[config.mk]
export PLATFORM = sky130hd
export DESIGN_NAME = ablk_ctrl
export DESIGN_NICKNAME = d
export VERILOG_FILES = /design/src/rtl/ablk_ctrl.sv
export SDC_FILE = /design/constraint.sdc
export NUM_CORES = 1
export LEC_CHECK = 0
export ABC_CLOCK_PERIOD_IN_PS = 2320
export BUFFER_PORTS_ARGS = -buffer_cell sky130_fd_sc_hd__buf_2
export CAP_MARGIN = 20
export CORE_ASPECT_RATIO = 2
export CORE_MARGIN = 8
export CORE_UTILIZATION = 30
export CTS_CLUSTER_DIAMETER = 150
export DETAILED_ROUTE_END_ITERATION = 8
export SYNTH_ARGS = -nofsm -noshare
export SYNTH_HDL_FRONTEND = slang
export SYNTH_SLANG_ARGS = --single-unit
[constraint.sdc]
create_clock -name CLK -period 2.32 [get_ports CLK]
set_clock_uncertainty 0.2 [all_clocks]
set_input_delay 0.232 -clock CLK [delete_from_list [all_inputs] [get_ports CLK]]
set_output_delay 0.232 -clock CLK [all_outputs]
set_load 0.02 [all_outputs]
[src/rtl/ablk_ctrl.sv]
// Analog block power sequencer: MBus register writes, shadowed config, timed PG/RESETn/EN steps.
// Optional auto-off timeout in ON, enabled by defining ABLK_CTRL_TIMEOUT_EN.
module ablk_ctrl #(
    parameter logic [7:0]  CTRL_ADDR   = 8'h10,
    parameter logic [7:0]  CFG_ADDR    = 8'h11,
    parameter int unsigned DLY_W       = 8,
    parameter int unsigned PG_DLY      = 8,
    parameter int unsigned RST_DLY     = 4,
    parameter int unsigned EN_DLY      = 2
`ifdef ABLK_CTRL_TIMEOUT_EN
    ,
    parameter int unsigned TIMEOUT_CYC = 1024
`endif
) (
    input  logic        CLK,
    input  logic        RESETn,
    input  logic        REG_WR_REQ,
    input  logic [7:0]  REG_WR_ADDR,
    input  logic [23:0] REG_WR_DATA,
    output logic        REG_WR_ACK,
    output logic        ABLK_PG,
    output logic        ABLK_RESETn,
    output logic        ABLK_EN,
    output logic [3:0]  ABLK_CONFIG_0,
    output logic [3:0]  ABLK_CONFIG_1,
    output logic        ABLK_ON,
    output logic        ABLK_BUSY
);

    // A programmed delay of zero still spends one cycle in its wait state.
    localparam logic [DLY_W-1:0] PG_LOAD  = (PG_DLY  == 0) ? DLY_W'(1) : DLY_W'(PG_DLY);
    localparam logic [DLY_W-1:0] RST_LOAD = (RST_DLY == 0) ? DLY_W'(1) : DLY_W'(RST_DLY);
    localparam logic [DLY_W-1:0] EN_LOAD  = (EN_DLY  == 0) ? DLY_W'(1) : DLY_W'(EN_DLY);

    typedef enum logic [2:0] {
        S_OFF      = 3'd0,
        S_PG_WAIT  = 3'd1,
        S_RST_WAIT = 3'd2,
        S_ON       = 3'd3,
        S_EN_WAIT  = 3'd4
    } state_t;

    state_t            state, state_nxt;
    logic [DLY_W-1:0]  cnt, cnt_nxt;
    logic              target;
    logic              target_eff;
    logic              to_hit;
    logic [3:0]        shadow_0, shadow_1;
    logic              wr_fire, ctrl_wr, cfg_wr;
    logic              stable;
    logic              pg_nxt, rstn_nxt, en_nxt, busy_nxt, on_nxt;
    logic              unused_data;

    assign unused_data = ^REG_WR_DATA[23:8];

    assign wr_fire = REG_WR_REQ && !REG_WR_ACK;
    assign ctrl_wr = wr_fire && (REG_WR_ADDR == CTRL_ADDR);
    assign cfg_wr  = wr_fire && (REG_WR_ADDR == CFG_ADDR);
    assign stable  = (state == S_OFF) || (state == S_ON);

    // Four-phase acknowledge: one register update per request.
    always_ff @(posedge CLK or negedge RESETn) begin
        if (!RESETn) begin
            REG_WR_ACK <= 1'b0;
        end else if (wr_fire) begin
            REG_WR_ACK <= 1'b1;
        end else if (!REG_WR_REQ) begin
            REG_WR_ACK <= 1'b0;
        end
    end

`ifdef ABLK_CTRL_TIMEOUT_EN
    localparam int unsigned TO_W = $clog2(TIMEOUT_CYC + 1);

    logic [TO_W-1:0] to_cnt;

    assign to_hit = (state == S_ON) && !ctrl_wr && (to_cnt == TO_W'(TIMEOUT_CYC - 1));

    // Counts ON cycles since ON entry or the latest control write.
    always_ff @(posedge CLK or negedge RESETn) begin
        if (!RESETn) begin
            to_cnt <= '0;
        end else if ((state != S_ON) || ctrl_wr) begin
            to_cnt <= '0;
        end else begin
            to_cnt <= to_cnt + TO_W'(1);
        end
    end
`else
    assign to_hit = 1'b0;
`endif

    assign target_eff = target && !to_hit;

    always_ff @(posedge CLK or negedge RESETn) begin
        if (!RESETn) begin
            target <= 1'b0;
        end else if (ctrl_wr) begin
            target <= REG_WR_DATA[0];
        end else if (to_hit) begin
            target <= 1'b0;
        end
    end

    // Config reaches the analog block only while it is in a stable state.
    always_ff @(posedge CLK or negedge RESETn) begin
        if (!RESETn) begin
            shadow_0      <= '0;
            shadow_1      <= '0;
            ABLK_CONFIG_0 <= '0;
            ABLK_CONFIG_1 <= '0;
        end else begin
            if (cfg_wr) begin
                shadow_0 <= REG_WR_DATA[3:0];
                shadow_1 <= REG_WR_DATA[7:4];
            end
            if (stable) begin
                ABLK_CONFIG_0 <= shadow_0;
                ABLK_CONFIG_1 <= shadow_1;
            end
        end
    end

    always_ff @(posedge CLK or negedge RESETn) begin
        if (!RESETn) begin
            state <= S_OFF;
            cnt   <= '0;
        end else begin
            state <= state_nxt;
            cnt   <= cnt_nxt;
        end
    end

    always_comb begin
        state_nxt = state;
        cnt_nxt   = cnt;
        case (state)
            S_OFF: begin
                if (target_eff) begin
                    state_nxt = S_PG_WAIT;
                    cnt_nxt   = PG_LOAD;
                end
            end
            S_PG_WAIT: begin
                if (cnt <= DLY_W'(1)) begin
                    state_nxt = S_RST_WAIT;
                    cnt_nxt   = RST_LOAD;
                end else begin
                    cnt_nxt = cnt - DLY_W'(1);
                end
            end
            S_RST_WAIT: begin
                if (cnt <= DLY_W'(1)) begin
                    state_nxt = S_ON;
                    cnt_nxt   = '0;
                end else begin
                    cnt_nxt = cnt - DLY_W'(1);
                end
            end
            S_ON: begin
                if (!target_eff) begin
                    state_nxt = S_EN_WAIT;
                    cnt_nxt   = EN_LOAD;
                end
            end
            S_EN_WAIT: begin
                if (cnt <= DLY_W'(1)) begin
                    state_nxt = S_OFF;
                    cnt_nxt   = '0;
                end else begin
                    cnt_nxt = cnt - DLY_W'(1);
                end
            end
            default: begin
                state_nxt = S_OFF;
                cnt_nxt   = '0;
            end
        endcase
    end

    // Decode from the next state so the registered outputs change on the entry edge.
    always_comb begin
        pg_nxt   = 1'b1;
        rstn_nxt = 1'b0;
        en_nxt   = 1'b0;
        busy_nxt = 1'b0;
        on_nxt   = 1'b0;
        case (state_nxt)
            S_PG_WAIT: begin
                pg_nxt   = 1'b0;
                busy_nxt = 1'b1;
            end
            S_RST_WAIT, S_EN_WAIT: begin
                pg_nxt   = 1'b0;
                rstn_nxt = 1'b1;
                busy_nxt = 1'b1;
            end
            S_ON: begin
                pg_nxt   = 1'b0;
                rstn_nxt = 1'b1;
                en_nxt   = 1'b1;
                on_nxt   = 1'b1;
            end
            default: begin
            end
        endcase
    end

    always_ff @(posedge CLK or negedge RESETn) begin
        if (!RESETn) begin
            ABLK_PG     <= 1'b1;
            ABLK_RESETn <= 1'b0;
            ABLK_EN     <= 1'b0;
            ABLK_BUSY   <= 1'b0;
            ABLK_ON     <= 1'b0;
        end else begin
            ABLK_PG     <= pg_nxt;
            ABLK_RESETn <= rstn_nxt;
            ABLK_EN     <= en_nxt;
            ABLK_BUSY   <= busy_nxt;
            ABLK_ON     <= on_nxt;
        end
    end

endmodule
======== Yosys cells after proc, flatten, opt, wreduce, memory -nomap -nowiden ========
Index checks and enable logic that the tools add are counted.
storage, ports and cells
  logic and storage cells ................. 55
  output and inout port bits .............. 14
  bits in read-only memories .............. 0
  bits in latches ......................... 0
  input bits .............................. 35
  memories kept ........................... 0
  bits in writable memories ............... 0
  register bits ........................... 33
operators by class
  multiply operators ...................... 0
  shifts and indexed selects .............. 0
  div/mod/pow operators ................... 0
  muxes and demuxes ....................... 17
  bitwise logic cells ..................... 0
  reductions and logical operators ........ 11
  $lt $le $gt $ge ......................... 1
  eq/ne operators ......................... 13
  $add $sub $neg .......................... 1
operator list
  operator                                             number
  two-way mux 8 bit                                    4
  one-hot mux 8 bit (4 select lines)                   1
  equality test 8 x 5 -> 1 bit, second input constant  2
  two-way mux 3 bit                                    5
  one-hot mux 3 bit (5 select lines)                   1
  equality test 3 x 2 -> 1 bit, second input constant  4
  <= comparator 8 x 1 -> 1 bit, second input constant  1
  subtractor 8 x 1 -> 8 bit, second input constant     1
  equality test 3 x 1 -> 1 bit, second input constant  2
  equality test 3 bit, second input constant           2
  two-way mux 1 bit                                    6
  OR reduction 3 bit                                   2
  != test 2 bit, second input constant                 2
  OR reduction 4 bit                                   1
  logical AND 1 bit                                    3
  zero test 3 bit                                      1
  != test 2 x 1 -> 1 bit, second input constant        1
  AND reduction 2 bit                                  1
  OR reduction 2 bit                                   1
  zero test 1 bit                                      1
  logical OR 1 bit                                     1

======== Depth between registers and ports, before layout ========
  depth in word-level cells ............... 6
  gate-level depth with buffers ........... 6

======== Worst setup path after synthesis ========
OpenSTA, ideal clock, no wires.
  path kind ............................... register -> register
  start ................................... register cnt[6]
  end ..................................... register cnt[3]
  path buffers ............................ 0
  setup slack ............................. 268 ps
  cell stages (with the launch flop) ...... 5
  data arrival time ....................... 1,721 ps
  cells stage by stage .................... dfrtp_1 > or4_4 > or4_4 > a21oi_4 > o32ai_2
between the ends
  longest elaborated chain between the ends .. 3
  elaborated cells between the ends (all ways) .. 4
ends and longest elaborated chain
  item                                         line           RTL
  start, declared                              44             logic [DLY_W-1:0] cnt, cnt_nxt;
  start signal, assigned                       130            cnt <= cnt_nxt;
  <= comparator 8 x 1 -> 1 bit *               145, 153, 167
  two-way mux 8 bit, on equally long branches  153, 167, 145
  one-hot mux 8 bit (4 select lines) *         137            case (state)
Mark *: on every way between the ends. The rest lies on a longest branch, timed or not.
A chain may end at the register's enable or synchronous reset.

======== Worst setup path after layout ========
  start ................................... register cnt[5]
  end ..................................... register cnt[3]
Same word-level chain as after synthesis.

==> results.toml <==
[layout]
drive_gt1_share_pct = 36.7
syn_to_final_growth_pct = 26.6
stdcell_count = 248
fill_cells = 533
final_nets = 224
n_antenna_cell = 0

[drt]
ant_nets = 0
drt_first_iter_violations = 18
num_vias = 1226
viasPerCell = 4.94
route.detailed.drc = 0
drtPass1Iterations = 4
wl_um = 3270
wl_per_cell_um = 13.2

[worst_setup_path]
reg2reg_from = "cnt[5]"
required_ns = 2.28
worstPathArrival_ns = 2.13
path_class = "reg -> reg"
cp-end-kind = "flop"
crit_start = "cnt[5]"
path_max_fanout = 5
critical_path.startpoint_type = "flop"

[floorplanning]
core_area_sq_mm = 0.00533
start_util_pct = 30.4
io_pins = 49
num_rows = 38
die_x_um = 68.0
die_y_um = 120
die_area_sq_mm = 0.00815

[clock_network]
cts-root-buf = "clkbuf_8"
cts_setup_buffers = 0
clk_latency_ns = 0.28
clk_pin_slew_ns = 0.07
cts_max_level = 2
numCtsBuffers = 5
cts_sinks = 33
cts_buffer_depth = 2
cts_tree = "built"

[sta]
setup_viol = 0
layout_min_cycle_time_ns = 2.17
max_freq_mhz = 460
drv_slew = 0
hold_violations = 0
max_slew_margin_pct = 52.2
final.setup.tns_ns = 0
worst_slew_pin_slew_ns = 0.717
rsz0062_at_grt = "false"
final.period_utilization_pct = 93.6

[pwr]
power_density_mw_per_mm2 = 1160
swShare_pct = 37.0
p_int_mw = 1.50
p_leak_nw = 1.01
irDropWorstVdd_mv = 0.683
seqPwrFrac_pct = 33.9
p_switching_uw = 879
p_clk_share_pct = 23.1
p_comb_share_pct = 43.0

[synth]
synth_fp_nets = 178
syn_avg_cell_area_sq_um = 11.5
synthesis.area_sq_mm = 0.00162
synth.distinct_cells = 40
syn_inst = 141
yosysWarnings = 0
ys_ff_latch = 33
yosysSeqAreaShare_pct = 51.0

[job]
maxCapViolCount = 0

[place]
dpl.cell_count = 230
port_buffers = 32
gp_congestion = 0.821
dp_hpwl_um = 2430

[global_route]
grt_pass1_vias = 1209
grt.total_usage_pct = 8.79
grt_max_degree = 34
grt_overflow = 0
grt_pass1_wl_um = 5550
antenna_found_initial = 0

[min_path]
min_path_type = "in -> reg"
worstHoldStart = "REG_WR_ADDR[0]"

[status]
outcome = "finished clean"
-- through the flow --
stage          setup slack, ns  hold WS [ns]  util [%]  power [mW]  area, sq um
3_5_place_dp             0.142         0.143      34.5        1.84         1840
2_1_floorplan            0.268        -0.264         -        1.59         1620
4_1_cts                  0.133         0.189      38.5        2.41         2050
5_1_grt                 0.0750         0.221      38.5        2.56         2050
6_report                 0.148         0.196      38.5        2.38         2050
3_3_place_gp             0.164         0.129      34.5        1.82         1840
-- repair_timing --
action                    4_1_cts  5_1_grt
hold buffers                   10        0
gates resized for setup         0        0
hold endpoints to repair       41        0
-- cells by family after synthesis --
group                      Yosys count  share of synthesized area, %
and+or+nand+nor                     48                          17.8
DFF                                 33                          51.0
AOI/OAI and AO/OA                   21                          9.42
muxes                               17                          11.7
buffers and inverters               14                          5.17
xor gates and xnor gates             6                          3.24
adders and majority gates            2                          1.54
-- Yosys cell counts (all sizes together) --
library cell / number / area, sq um
mux2: 16 / 180
xor2: 4 / 35.0
and4b: 1 / 10.0
nor2b: 1 / 6.26
o211a: 1 / 10.0
nand4: 2 / 12.5
dfrtp: 32 / 801
nand3b: 2 / 15.0
a22oi: 1 / 7.51
o21ai: 7 / 35.0
a211oi: 1 / 7.51
buf: 5 / 40.0
nor3b: 2 / 15.0
nor3: 4 / 20.0
clkbuf: 4 / 25.0
a21oi: 7 / 50.1
nand4b: 4 / 35.0
nand2: 10 / 37.5
inv: 5 / 18.8
nand2b: 2 / 12.5
or4: 3 / 30.0
xnor2: 2 / 17.5
or3: 1 / 7.51
o21bai: 1 / 7.51
dfstp: 1 / 26.3
mux2i: 1 / 10.0
nor2: 10 / 37.5
nor4b: 1 / 8.76
o32ai: 2 / 25.0
nor4: 1 / 21.3
nand3: 4 / 20.0
a32o: 1 / 10.0
ha: 2 / 25.0
-- registers in the layout, indices dropped and copies added (netlist names), 3 cells and up --
register	cells
ABLK_CONFIG_0	4
ABLK_CONFIG_1	4
cnt	8
shadow_0	4
shadow_1	4
state	3
-- worst paths after layout --
path	slack, ns	cells after the start	end
hold / removal	0.20	4	target
hold reg to reg	0.30	1	ABLK_CONFIG_0[0]
min in group asynchronous	0.34	2	REG_WR_ACK
max in group asynchronous	1.12	2	ABLK_BUSY
setup reg to reg	0.15	4	cnt[3]
setup / recovery	0.15	4	cnt[3]
-- final cells by class --
type	instances	area, sq um	area share [%]
repair buffers	48	305	14.9
clock inverters	1	30.0	1.46
clock buffers	7	86.3	4.21
inverters	5	18.8	0.915
flip-flops and latches	33	827	40.3
multi-input cells	94	709	34.6
well taps	60	75.1	3.66
-- worst max-delay path, cell delays in order (launching register included) --
cell,delay (ns)
dfrtp_1,0.40
or4_4,0.55
or4_4,0.55
a21oi_4,0.23
o32ai_2,0.12
-- layer usage --
metal | wire (um) | track usage, % | share of wire [%] | vias to the layer above
met2 | 1560 | 13.1 | 48 | 35
met4 | 79 | 4.65 | 2.4 | 0
met3 | 305 | 3.27 | 9.3 | 7
met5 | 0 | 0 | 0 | -
li1 | - | - | - | 591
met1 | 1330 | 10.6 | 40 | 593
-- cells in the final DEF (no fill, tap or decap), types with 2 or more instances in the layout --
cell            n
a21oi_1         5
buf_2          32
buf_4           6
clkbuf_8        6
dfrtp_1        32
dlygate4sd3_1  10
ha_1            2
inv_1           5
mux2_2         16
nand2_1        10
nand2b_1        2
nand3_1         4
nand3b_1        2
nand4_1         2
nand4b_1        4
nor2_1         10
nor3_1          4
nor3b_1         2
o21ai_0         7
or4_4           2
xnor2_1         2
xor2_1          4
-- power by group through the flow --
stage,clock [mW],sequential [mW],combinational [mW]
4_1_cts,0.565,0.808,1.04
3_3_place_gp,0,0.812,1.01
2_1_floorplan,0,0.827,0.766
5_1_grt,0.584,0.830,1.15
3_5_place_dp,0,0.817,1.02
6_report,0.549,0.808,1.02
No activity file was read; power rests on OpenSTA's default activity.
